<file path="config.mk">
export PLATFORM = sky130hd
export DESIGN_NAME = barrel_arbiter_flat
export DESIGN_NICKNAME = d
export VERILOG_FILES = /design/src/rtl/barrel_arbiter_pkg.sv /design/src/rtl/barrel_arbiter_if.sv /design/src/rtl/barrel_arbiter_shifter.sv /design/src/rtl/barrel_arbiter.sv /design/src/flat_wrapper.sv
export SDC_FILE = /design/constraint.sdc
export NUM_CORES = 1
export LEC_CHECK = 0
export CORE_MARGIN = 10
export CORE_UTILIZATION = 50
export CTS_BUF_LIST = sky130_fd_sc_hd__clkbuf_16
export DETAILED_ROUTE_END_ITERATION = 10
export PLACE_DENSITY_LB_ADDON = 0.05
export SYNTH_ARGS = -nofsm -noshare
export SYNTH_HDL_FRONTEND = slang
export SYNTH_HIERARCHICAL = 1
export SYNTH_SLANG_ARGS = --single-unit
</file>
<file path="constraint.sdc">
create_clock -name clk -period 5.1 [get_ports clk]
set_input_delay 0.765 -clock clk [delete_from_list [all_inputs] [get_ports clk]]
set_output_delay 0.765 -clock clk [all_outputs]
set_load 0.03 [all_outputs]
</file>
<file path="src/rtl/barrel_arbiter_pkg.sv">
// rtl/barrel_arbiter_pkg.sv - shared constants and types for the barrel shifter arbiter
package barrel_arbiter_pkg;

    localparam int W  = 16;
    localparam int SW = 4;

    typedef enum logic [1:0] {
        LSL = 2'b00,
        LSR = 2'b01,
        ASR = 2'b10,
        ROR = 2'b11
    } shift_type_e;

    typedef enum logic [1:0] {
        ST_IDLE  = 2'b00,
        ST_SHIFT = 2'b01,
        ST_DONE  = 2'b10
    } state_e;

endpackage

</file>
<file path="src/rtl/barrel_arbiter_if.sv">
// rtl/barrel_arbiter_if.sv - two-requester shift request/response bundle
interface barrel_arbiter_if;
    import barrel_arbiter_pkg::*;

    logic          req0;
    logic [1:0]    type0;
    logic [SW-1:0] amt0;
    logic [W-1:0]  din0;
    logic          ack0;
    logic          req1;
    logic [1:0]    type1;
    logic [SW-1:0] amt1;
    logic [W-1:0]  din1;
    logic          ack1;
    logic [W-1:0]  result;
    logic          done;
    logic          done_id;
    logic          busy;

    modport master (
        output req0, type0, amt0, din0,
        output req1, type1, amt1, din1,
        input  ack0, ack1, result, done, done_id, busy
    );

    modport slave (
        input  req0, type0, amt0, din0,
        input  req1, type1, amt1, din1,
        output ack0, ack1, result, done, done_id, busy
    );

endinterface

</file>
<file path="src/rtl/barrel_arbiter_shifter.sv">
// rtl/barrel_arbiter_shifter.sv - combinational 16-bit lsl/lsr/asr/ror barrel shifter
module barrel_arbiter_shifter
    import barrel_arbiter_pkg::*;
(
    input  logic [1:0]    shift_type,
    input  logic [SW-1:0] shift,
    input  logic [W-1:0]  data_in,
    output logic [W-1:0]  data_out
);

    // Rotate taken from the low half of the operand concatenated with itself.
    logic [2*W-1:0] rot_wide;
    assign rot_wide = {data_in, data_in} >> shift;

    always_comb begin
        data_out = data_in;
        case (shift_type)
            LSL:     data_out = data_in << shift;
            LSR:     data_out = data_in >> shift;
            ASR:     data_out = $signed(data_in) >>> shift;
            ROR:     data_out = rot_wide[W-1:0];
            default: data_out = data_in;
        endcase
    end

endmodule

</file>
<file path="src/rtl/barrel_arbiter.sv">
// rtl/barrel_arbiter.sv - round-robin sharing of one barrel shifter between two requesters
module barrel_arbiter
    import barrel_arbiter_pkg::*;
(
    input  logic           clk,
    input  logic           rst,
    barrel_arbiter_if.slave bus
);

    state_e        state_q, state_d;
    logic [1:0]    op_type_q, op_type_d;
    logic [SW-1:0] op_amt_q, op_amt_d;
    logic [W-1:0]  op_din_q, op_din_d;
    logic          gid_q, gid_d;
    logic          last_q, last_d;
    logic [W-1:0]  result_q, result_d;
    logic          ack0_q, ack0_d;
    logic          ack1_q, ack1_d;
    logic          done_q, done_d;
    logic          done_id_q, done_id_d;

    logic [W-1:0]  shift_out;
    logic          grant_valid;
    logic          grant_id;

    barrel_arbiter_shifter barrel (
        .shift_type (op_type_q),
        .shift      (op_amt_q),
        .data_in    (op_din_q),
        .data_out   (shift_out)
    );

    // On contention the requester not served last wins.
    assign grant_valid = bus.req0 | bus.req1;
    assign grant_id    = (bus.req0 && bus.req1) ? ~last_q : bus.req1;

    always_comb begin
        state_d   = state_q;
        op_type_d = op_type_q;
        op_amt_d  = op_amt_q;
        op_din_d  = op_din_q;
        gid_d     = gid_q;
        last_d    = last_q;
        result_d  = result_q;
        done_id_d = done_id_q;
        ack0_d    = 1'b0;
        ack1_d    = 1'b0;
        done_d    = 1'b0;
        case (state_q)
            ST_IDLE: begin
                if (grant_valid) begin
                    gid_d     = grant_id;
                    op_type_d = grant_id ? bus.type1 : bus.type0;
                    op_amt_d  = grant_id ? bus.amt1  : bus.amt0;
                    op_din_d  = grant_id ? bus.din1  : bus.din0;
                    state_d   = ST_SHIFT;
                end
            end
            ST_SHIFT: begin
                result_d  = shift_out;
                ack0_d    = ~gid_q;
                ack1_d    = gid_q;
                done_d    = 1'b1;
                done_id_d = gid_q;
                last_d    = gid_q;
                state_d   = ST_DONE;
            end
            ST_DONE: state_d = ST_IDLE;
            default: state_d = ST_IDLE;
        endcase
    end

    always_ff @(posedge clk) begin
        if (rst) begin
            state_q   <= ST_IDLE;
            op_type_q <= 2'b00;
            op_amt_q  <= '0;
            op_din_q  <= '0;
            gid_q     <= 1'b0;
            last_q    <= 1'b1;
            result_q  <= '0;
            ack0_q    <= 1'b0;
            ack1_q    <= 1'b0;
            done_q    <= 1'b0;
            done_id_q <= 1'b0;
        end else begin
            state_q   <= state_d;
            op_type_q <= op_type_d;
            op_amt_q  <= op_amt_d;
            op_din_q  <= op_din_d;
            gid_q     <= gid_d;
            last_q    <= last_d;
            result_q  <= result_d;
            ack0_q    <= ack0_d;
            ack1_q    <= ack1_d;
            done_q    <= done_d;
            done_id_q <= done_id_d;
        end
    end

    assign bus.ack0    = ack0_q;
    assign bus.ack1    = ack1_q;
    assign bus.result  = result_q;
    assign bus.done    = done_q;
    assign bus.done_id = done_id_q;
    assign bus.busy    = (state_q != ST_IDLE);

endmodule

</file>
<file path="src/flat_wrapper.sv">
// flat-port wrapper written by rule: the top's interface ports become plain ports
module barrel_arbiter_flat import barrel_arbiter_pkg::*;
  (clk, rst, bus_req0, bus_type0, bus_amt0, bus_din0, bus_req1, bus_type1, bus_amt1, bus_din1, bus_ack0, bus_ack1, bus_result, bus_done, bus_done_id, bus_busy);
  barrel_arbiter_if bus_i ();
  input  logic clk;
  input  logic rst;
  input wire logic [$bits(bus_i.req0)-1:0] bus_req0;
  input wire logic [$bits(bus_i.type0)-1:0] bus_type0;
  input wire logic [$bits(bus_i.amt0)-1:0] bus_amt0;
  input wire logic [$bits(bus_i.din0)-1:0] bus_din0;
  input wire logic [$bits(bus_i.req1)-1:0] bus_req1;
  input wire logic [$bits(bus_i.type1)-1:0] bus_type1;
  input wire logic [$bits(bus_i.amt1)-1:0] bus_amt1;
  input wire logic [$bits(bus_i.din1)-1:0] bus_din1;
  output wire logic [$bits(bus_i.ack0)-1:0] bus_ack0;
  output wire logic [$bits(bus_i.ack1)-1:0] bus_ack1;
  output wire logic [$bits(bus_i.result)-1:0] bus_result;
  output wire logic [$bits(bus_i.done)-1:0] bus_done;
  output wire logic [$bits(bus_i.done_id)-1:0] bus_done_id;
  output wire logic [$bits(bus_i.busy)-1:0] bus_busy;
  assign bus_i.req0 = bus_req0;
  assign bus_i.type0 = bus_type0;
  assign bus_i.amt0 = bus_amt0;
  assign bus_i.din0 = bus_din0;
  assign bus_i.req1 = bus_req1;
  assign bus_i.type1 = bus_type1;
  assign bus_i.amt1 = bus_amt1;
  assign bus_i.din1 = bus_din1;
  assign bus_ack0 = bus_i.ack0;
  assign bus_ack1 = bus_i.ack1;
  assign bus_result = bus_i.result;
  assign bus_done = bus_i.done;
  assign bus_done_id = bus_i.done_id;
  assign bus_busy = bus_i.busy;
  barrel_arbiter u_core (.clk(clk), .rst(rst), .bus(bus_i));
endmodule
</file>
# ---- After elaboration in Yosys (flattened, before gate mapping)
# Index checks and enable logic that the tools add are counted.
dict set report op_classes {
  n_bitwise 4
  muxes 8
  n_eq_ne 5
  reduce_logical 6
  shift 4
}
# operator n
set ops {}
lappend ops {{$pmux 16 s4} 1}
lappend ops {{$shr 32x4->16} 1}
lappend ops {{$mux 16} 1}
lappend ops {{$shl 16x4->16} 1}
lappend ops {{$shr 16x4->16} 1}
lappend ops {{$sshr 16x4->16} 1}
lappend ops {{$eq 2x1->1 const B} 2}
lappend ops {{$eq 2x2->1 const B} 2}
lappend ops {{$logic_not 2->1} 2}
lappend ops {{$mux 2} 2}
lappend ops {{$mux 4} 1}
lappend ops {{$pmux 2 s2} 1}
lappend ops {{$not 1->1} 3}
lappend ops {{$mux 1} 2}
lappend ops {{$ne 2x1->1 const B} 1}
lappend ops {{$reduce_and 2->1} 1}
lappend ops {{$reduce_bool 2->1} 1}
lappend ops {{$reduce_or 2->1} 1}
lappend ops {{$logic_and 1x1->1} 1}
lappend ops {{$or 1x1->1} 1}
dict set report word_totals {
  input_bits 48
  out_inout_bits 21
  reg_bits 46
  word_cells 38
}

# ---- Longest topological paths before layout
dict set report logic_depth {
  word_depth 3
  mapped_depth 11
  ltp_nobuf 7
}

# ---- By module
# Netlist, hierarchy kept.
# module seq_area_each_um2 cells_each n_inst area_per_inst_um2
set modules_own_cells {}
lappend modules_own_cells {barrel_arbiter_shifter 0.0 266 1 2129.5}
lappend modules_own_cells {barrel_arbiter 920.9 223 1 1893.1}

# ---- Worst setup path after synthesis
# No wires, ideal clock.
dict set report synth_path {
  path_type {register -> register}
  start {reg u_core.op_amt_q[1]}
  end {reg u_core.result_q[12] (netlist: u_core/bus.result[12])}
  synth_period_minus_slack_ns 1.886
  setup_time_ns 0.132
  setup_slack_ns 3.214
  stages_incl_launch_ff 9
  t_required_ns 4.968
  n_path_buf 1
  arrival_time_ns 1.754
  path_cell_list {dfxtp_1 > buf_6 > mux4_1 > mux2_2 > and2_0 > o22ai_2 > o2111ai_1 > nand2_1 > a21oi_1}
}
dict set report synth_via {
  elab_chain_len 2
  word_cells_on_any_way 5
  cone_classes {shift: 4; mux: 1}
}
# item line_no
set synth_rtl {}
lappend synth_rtl {{start: declaration} barrel_arbiter.sv:12} ;# logic [SW-1:0] op_amt_q, op_amt_d;
lappend synth_rtl {{start signal: assignment} barrel_arbiter.sv:89} ;# op_amt_q <= op_amt_d;
lappend synth_rtl {{$shr 32x4->16, or another cell as far along} barrel_arbiter_shifter.sv:13} ;# assign rot_wide = {data_in, data_in} >> shift;
lappend synth_rtl {{$pmux 16 s4 (*)} barrel_arbiter_shifter.sv:17} ;# case (shift_type)
lappend synth_rtl {{named net u_core.shift_out[12]} barrel_arbiter.sv:22} ;# logic [W-1:0] shift_out;
lappend synth_rtl {{end signal: assignment} barrel_arbiter.sv:93} ;# result_q <= result_d;
lappend synth_rtl {{end: declaration} barrel_arbiter.sv:16} ;# logic [W-1:0] result_q, result_d;
# Mark *: on every way through the listed nets, which the timed path passes. The rest lies on a longest branch.
# A chain may end at the register's enable or synchronous reset.

# ---- Worst setup path after layout
# Ends and elaborated chain as after synthesis.

==> flow_summary.html <==
<table>
<tr><th>Metric</th><th>Value</th></tr>
<tr><th colspan="2">Drt</th></tr>
<tr><td>Number of antenna-violating nets in the routed design</td><td>0</td></tr>
<tr><td>Vias</td><td>4,029</td></tr>
<tr><td>Routed WL</td><td>12,900 um</td></tr>
<tr><td>Routed length per placed instance</td><td>20.6 um</td></tr>
<tr><td>DRC viols</td><td>0</td></tr>
<tr><td>Mean number of vias per cell</td><td>6.45</td></tr>
<tr><td>First-pass iteration count of the detailed router</td><td>4</td></tr>
<tr><td>Drt first-iter violations</td><td>352</td></tr>
<tr><th colspan="2">Pwr</th></tr>
<tr><td>Static power due to leakage</td><td>1.66 nW</td></tr>
<tr><td>Total power divided by cell area</td><td>298 nW/um2</td></tr>
<tr><td>Highest ir drop seen on vdd</td><td>0.000130 V</td></tr>
<tr><th colspan="2">Die</th></tr>
<tr><td>Number of top-level pins</td><td>69</td></tr>
<tr><td>Number of placement rows</td><td>32</td></tr>
<tr><td>Area enclosed by the die boundary</td><td>12,000 um2</td></tr>
<tr><td>DIE WIDTH</td><td>110 um</td></tr>
<tr><td>Initial Utilization</td><td>51.8%</td></tr>
<tr><td>Core outline area</td><td>7770 um2</td></tr>
<tr><td>Height of the die</td><td>110 um</td></tr>
<tr><th colspan="2">Clocking</th></tr>
<tr><td>Number of setup buffers added after CTS</td><td>0</td></tr>
<tr><td>H-tree lvl count</td><td>2</td></tr>
<tr><td>Clock Root Buffer</td><td>clkbuf_16</td></tr>
<tr><td>Clock transition at the registers of the reported paths</td><td>0.06 ns</td></tr>
<tr><td>TritonCTS buffer count</td><td>5</td></tr>
<tr><td>Deepest clock path buffer count</td><td>2</td></tr>
<tr><td>Clock Sinks</td><td>46</td></tr>
<tr><td>Insertion delay of the later-clocked pin in the worst-skew pair</td><td>0.29 ns</td></tr>
<tr><td>Quantity of gates resized following cts</td><td>0</td></tr>
<tr><td>Hold-fix buffers at CTS</td><td>0</td></tr>
<tr><td>CTS tree</td><td>done</td></tr>
<tr><th colspan="2">Finish</th></tr>
<tr><td>Area added between synthesis and finish</td><td>17.2%</td></tr>
<tr><td>Post-route cell area</td><td>4710 um2</td></tr>
<tr><td>Filler cell count in the final layout</td><td>703</td></tr>
<tr><td>Layout cells sized above 1</td><td>12.2%</td></tr>
<tr><td>Area of all sequential standard cells</td><td>923 um2</td></tr>
<tr><td>Final core utilization</td><td>60.7%</td></tr>
<tr><td>Footprint of the multi-input gates</td><td>2770 um2</td></tr>
<tr><td>NumNets Final</td><td>570</td></tr>
<tr><td>Diode insertion count for antenna repair</td><td>0</td></tr>
<tr><th colspan="2">Timing</th></tr>
<tr><td>Slew at the pin with the worst max-slew slack</td><td>1.17 ns</td></tr>
<tr><td>Setup TNS</td><td>0 ns</td></tr>
<tr><td>Final setup fails</td><td>0</td></tr>
<tr><td>Peak Freq</td><td>357 MHz</td></tr>
<tr><td>Minimum hold slack</td><td>0.454 ns</td></tr>
<tr><td>Number of pins with negative max-slew slack in the final report</td><td>0</td></tr>
<tr><td>Number of hold violations in the final report</td><td>0</td></tr>
<tr><td>Ratio of final minimum period to clock period</td><td>55.0%</td></tr>
<tr><td>Max transition margin</td><td>21.5%</td></tr>
<tr><td>Final min period</td><td>2.80 ns</td></tr>
<tr><td>Setup repair after global routing missed its margin</td><td>no</td></tr>
<tr><td>Post-layout worst setup margin</td><td>2.30 ns</td></tr>
<tr><td>Skew final</td><td>0.0100 ns</td></tr>
<tr><th colspan="2">Global routing</th></tr>
<tr><td>Via count of the first global-routing pass</td><td>3,752</td></tr>
<tr><td>All-Layer GR Usage</td><td>20.9%</td></tr>
<tr><td>Pin count of the biggest net entering global routing</td><td>51</td></tr>
<tr><td>Global-route wire length before repair</td><td>20,100 um</td></tr>
<tr><td>Antenna violations before repair</td><td>0</td></tr>
<tr><td>Overflow left after global routing</td><td>0</td></tr>
<tr><th colspan="2">Worst setup path</th></tr>
<tr><td>Ordered list of cells on the worst path</td><td>buf_4 &gt; mux4_1 &gt; mux2_2 &gt; and2_0 &gt; o22ai_2 &gt; o2111ai_1 &gt; nand2_1 &gt; a21oi_1</td></tr>
<tr><td>Classification of the worst setup path</td><td>reg2reg</td></tr>
<tr><td>Arrival time of the worst setup path</td><td>2.92 ns</td></tr>
<tr><td>FF-to-FF path depth</td><td>8</td></tr>
<tr><td>Critical path fanouts, max</td><td>30</td></tr>
<tr><td>Stages on the worst setup path</td><td>8</td></tr>
<tr><td>Worst path top cell family by delay</td><td>multiplexers</td></tr>
<tr><td>Kind of capture point of the worst setup path</td><td>register</td></tr>
<tr><td>Number of buffer and inverter instances along the worst setup path</td><td>1</td></tr>
<tr><td>Critical path required time</td><td>5.21 ns</td></tr>
<tr><td>Longest individual stage delay on the worst path</td><td>0.66 ns</td></tr>
<tr><td>Cell at the slowest stage of the critical path</td><td>dfxtp_2</td></tr>
<tr><td>Launching element type of the critical path</td><td>register</td></tr>
<tr><th colspan="2">Run status</th></tr>
<tr><td>Result of the run</td><td>finished, final reports clean</td></tr>
<tr><th colspan="2">Synth</th></tr>
<tr><td>Number of unique standard cell types used by synthesis</td><td>63</td></tr>
<tr><td>Synthesized area divided by synthesized cell count</td><td>8.23 um2</td></tr>
<tr><td>Top_reg_cell synth</td><td>dfxtp_1</td></tr>
<tr><td>Yosys warning count</td><td>6</td></tr>
<tr><td>#FFs+latches synth</td><td>46</td></tr>
<tr><td>Area share of the leading cell type in the synthesized netlist</td><td>22.9%</td></tr>
<tr><td>Post-synth net total</td><td>537</td></tr>
<tr><td>Top area cells in the synthesized netlist</td><td>dfxtp_1, nand2_1, mux4_2</td></tr>
<tr><td>Most area-hungry cell type in the Yosys netlist</td><td>dfxtp_1</td></tr>
<tr><td>Asr flop ratio synth</td><td>0%</td></tr>
<tr><td>Mapped cell area</td><td>4020 um2</td></tr>
<tr><td>Gate count after technology mapping</td><td>489</td></tr>
<tr><td>Fraction of the yosys area taken by sequential cells</td><td>22.9%</td></tr>
<tr><td>Post-synth EDFFs</td><td>0</td></tr>
<tr><th colspan="2">Placed design</th></tr>
<tr><td>Area after detailed placement</td><td>4570 um2</td></tr>
<tr><td>Dpl ws</td><td>2.33 ns</td></tr>
<tr><td>Routability Congestion</td><td>0.973</td></tr>
<tr><td>Port Buffers</td><td>68</td></tr>
<tr><td>Sum of net half-perimeters after detailed placement</td><td>9510 um</td></tr>
<tr><th colspan="2">Hold path</th></tr>
<tr><td>Instance count along the most critical hold path</td><td>2</td></tr>
<tr><td>Class of the most critical hold timing path</td><td>reg2reg</td></tr>
<tr><th colspan="2">Job</th></tr>
<tr><td>Number of violations of the max-capacitance limit</td><td>0</td></tr>
</table>
[worst reg2reg max path: stages, from the launching register on]
cell and delay (ns):
dfxtp_2 0.66, buf_4 0.48, mux4_1 0.64, mux2_2 0.30, and2_0 0.17, o22ai_2 0.11, o2111ai_1 0.12, nand2_1 0.09
a21oi_1 0.07
[cell usage after synthesis (all sizes together), types with 3 or more instances]
master,count
buf,33
nor2b,5
and2,5
o21a,3
a211oi,8
dfxtp,46
o22a,3
mux4,21
mux2,16
inv,4
o21ai,13
a311oi,22
a32oi,3
nor3,7
nand3,8
o211ai,4
nand2b,4
clkbuf,15
mux2i,27
nand4,3
nand2,109
a221oi,3
o22ai,5
o2111ai,3
nor2,28
a21oi,61
[layer usage]
layer | global-route usage [%] | part of all wire (%)
met1 | 27.3 | 42
met5 | 0 | 0
met3 | 3.92 | 8.3
met4 | 7.53 | 2.9
met2 | 33.6 | 47
[power breakdown]
| group | leakage (nW) | internal (W) | switching, W |
|---|---|---|---|
| clock network | 0.0698 | 0.000182 | 0.000146 |
| registers | 0.379 | 0.000395 | 0.0000837 |
| logic | 1.21 | 0.000267 | 0.000333 |
[area by class of cell]
type,count,area share (%)
Timing Repair Buffer,74,15.4
Clock inverter,3,0.451
Sequential cell,46,19.6
Clock buffer,5,2.65
Inverter,5,0.398
Multi-Input combinational cell,390,58.8
Tap cell,102,2.71
[kinds of logic (layout without fill, tap and decap cells)]
| logic type | Yosys count | count (layout) | share of synthesized area, % |
|---|---|---|---|
| multiplexers | 64 | 64 | 23.3 |
| flip-flops | 46 | 46 | 22.9 |
| AO/OA/AOI/OAI | 150 | 150 | 26.6 |
| buffers and inverters | 53 | 87 | 8.21 |
| AND/OR/NAND/NOR | 176 | 176 | 19.0 |
[stage by stage]
stage / std cells / power (W)
after floorplan: 489 / 0.000901
after global placement: 617 / 0.00107
after detailed placement: 617 / 0.00107
after CTS: 625 / 0.00140
after global routing: 625 / 0.00147
final: 625 / 0.00141
[final timing paths]
kind                        start                    end  slack [ns]
max            u_core/op_amt_q[1]  u_core/bus.result[12]        2.30
min          u_core/bus.result[1]   u_core/bus.result[1]        0.45
max reg2reg    u_core/op_amt_q[1]  u_core/bus.result[12]        2.30
min reg2reg  u_core/bus.result[1]   u_core/bus.result[1]        0.45
[state kept, by name (all words and copies together) (netlist names), 2 cells and up]
register / cells
u_core/bus.result: 16
u_core/op_din_q: 16
u_core/op_amt_q: 4
u_core/op_type_q: 2
u_core/state_q: 2
[placed cells by master (no fill, tap or decap), drive strengths merged, types with 8 or more instances in the layout]
cell type	instances
nand2	109
a21oi	61
a311oi	22
mux2i	27
o21ai	13
mux4	21
nand3	8
nor2	28
dfxtp	46
clkdlybuf4s50	68
mux2	16
a211oi	8
(Power assumes the default switching activity.)
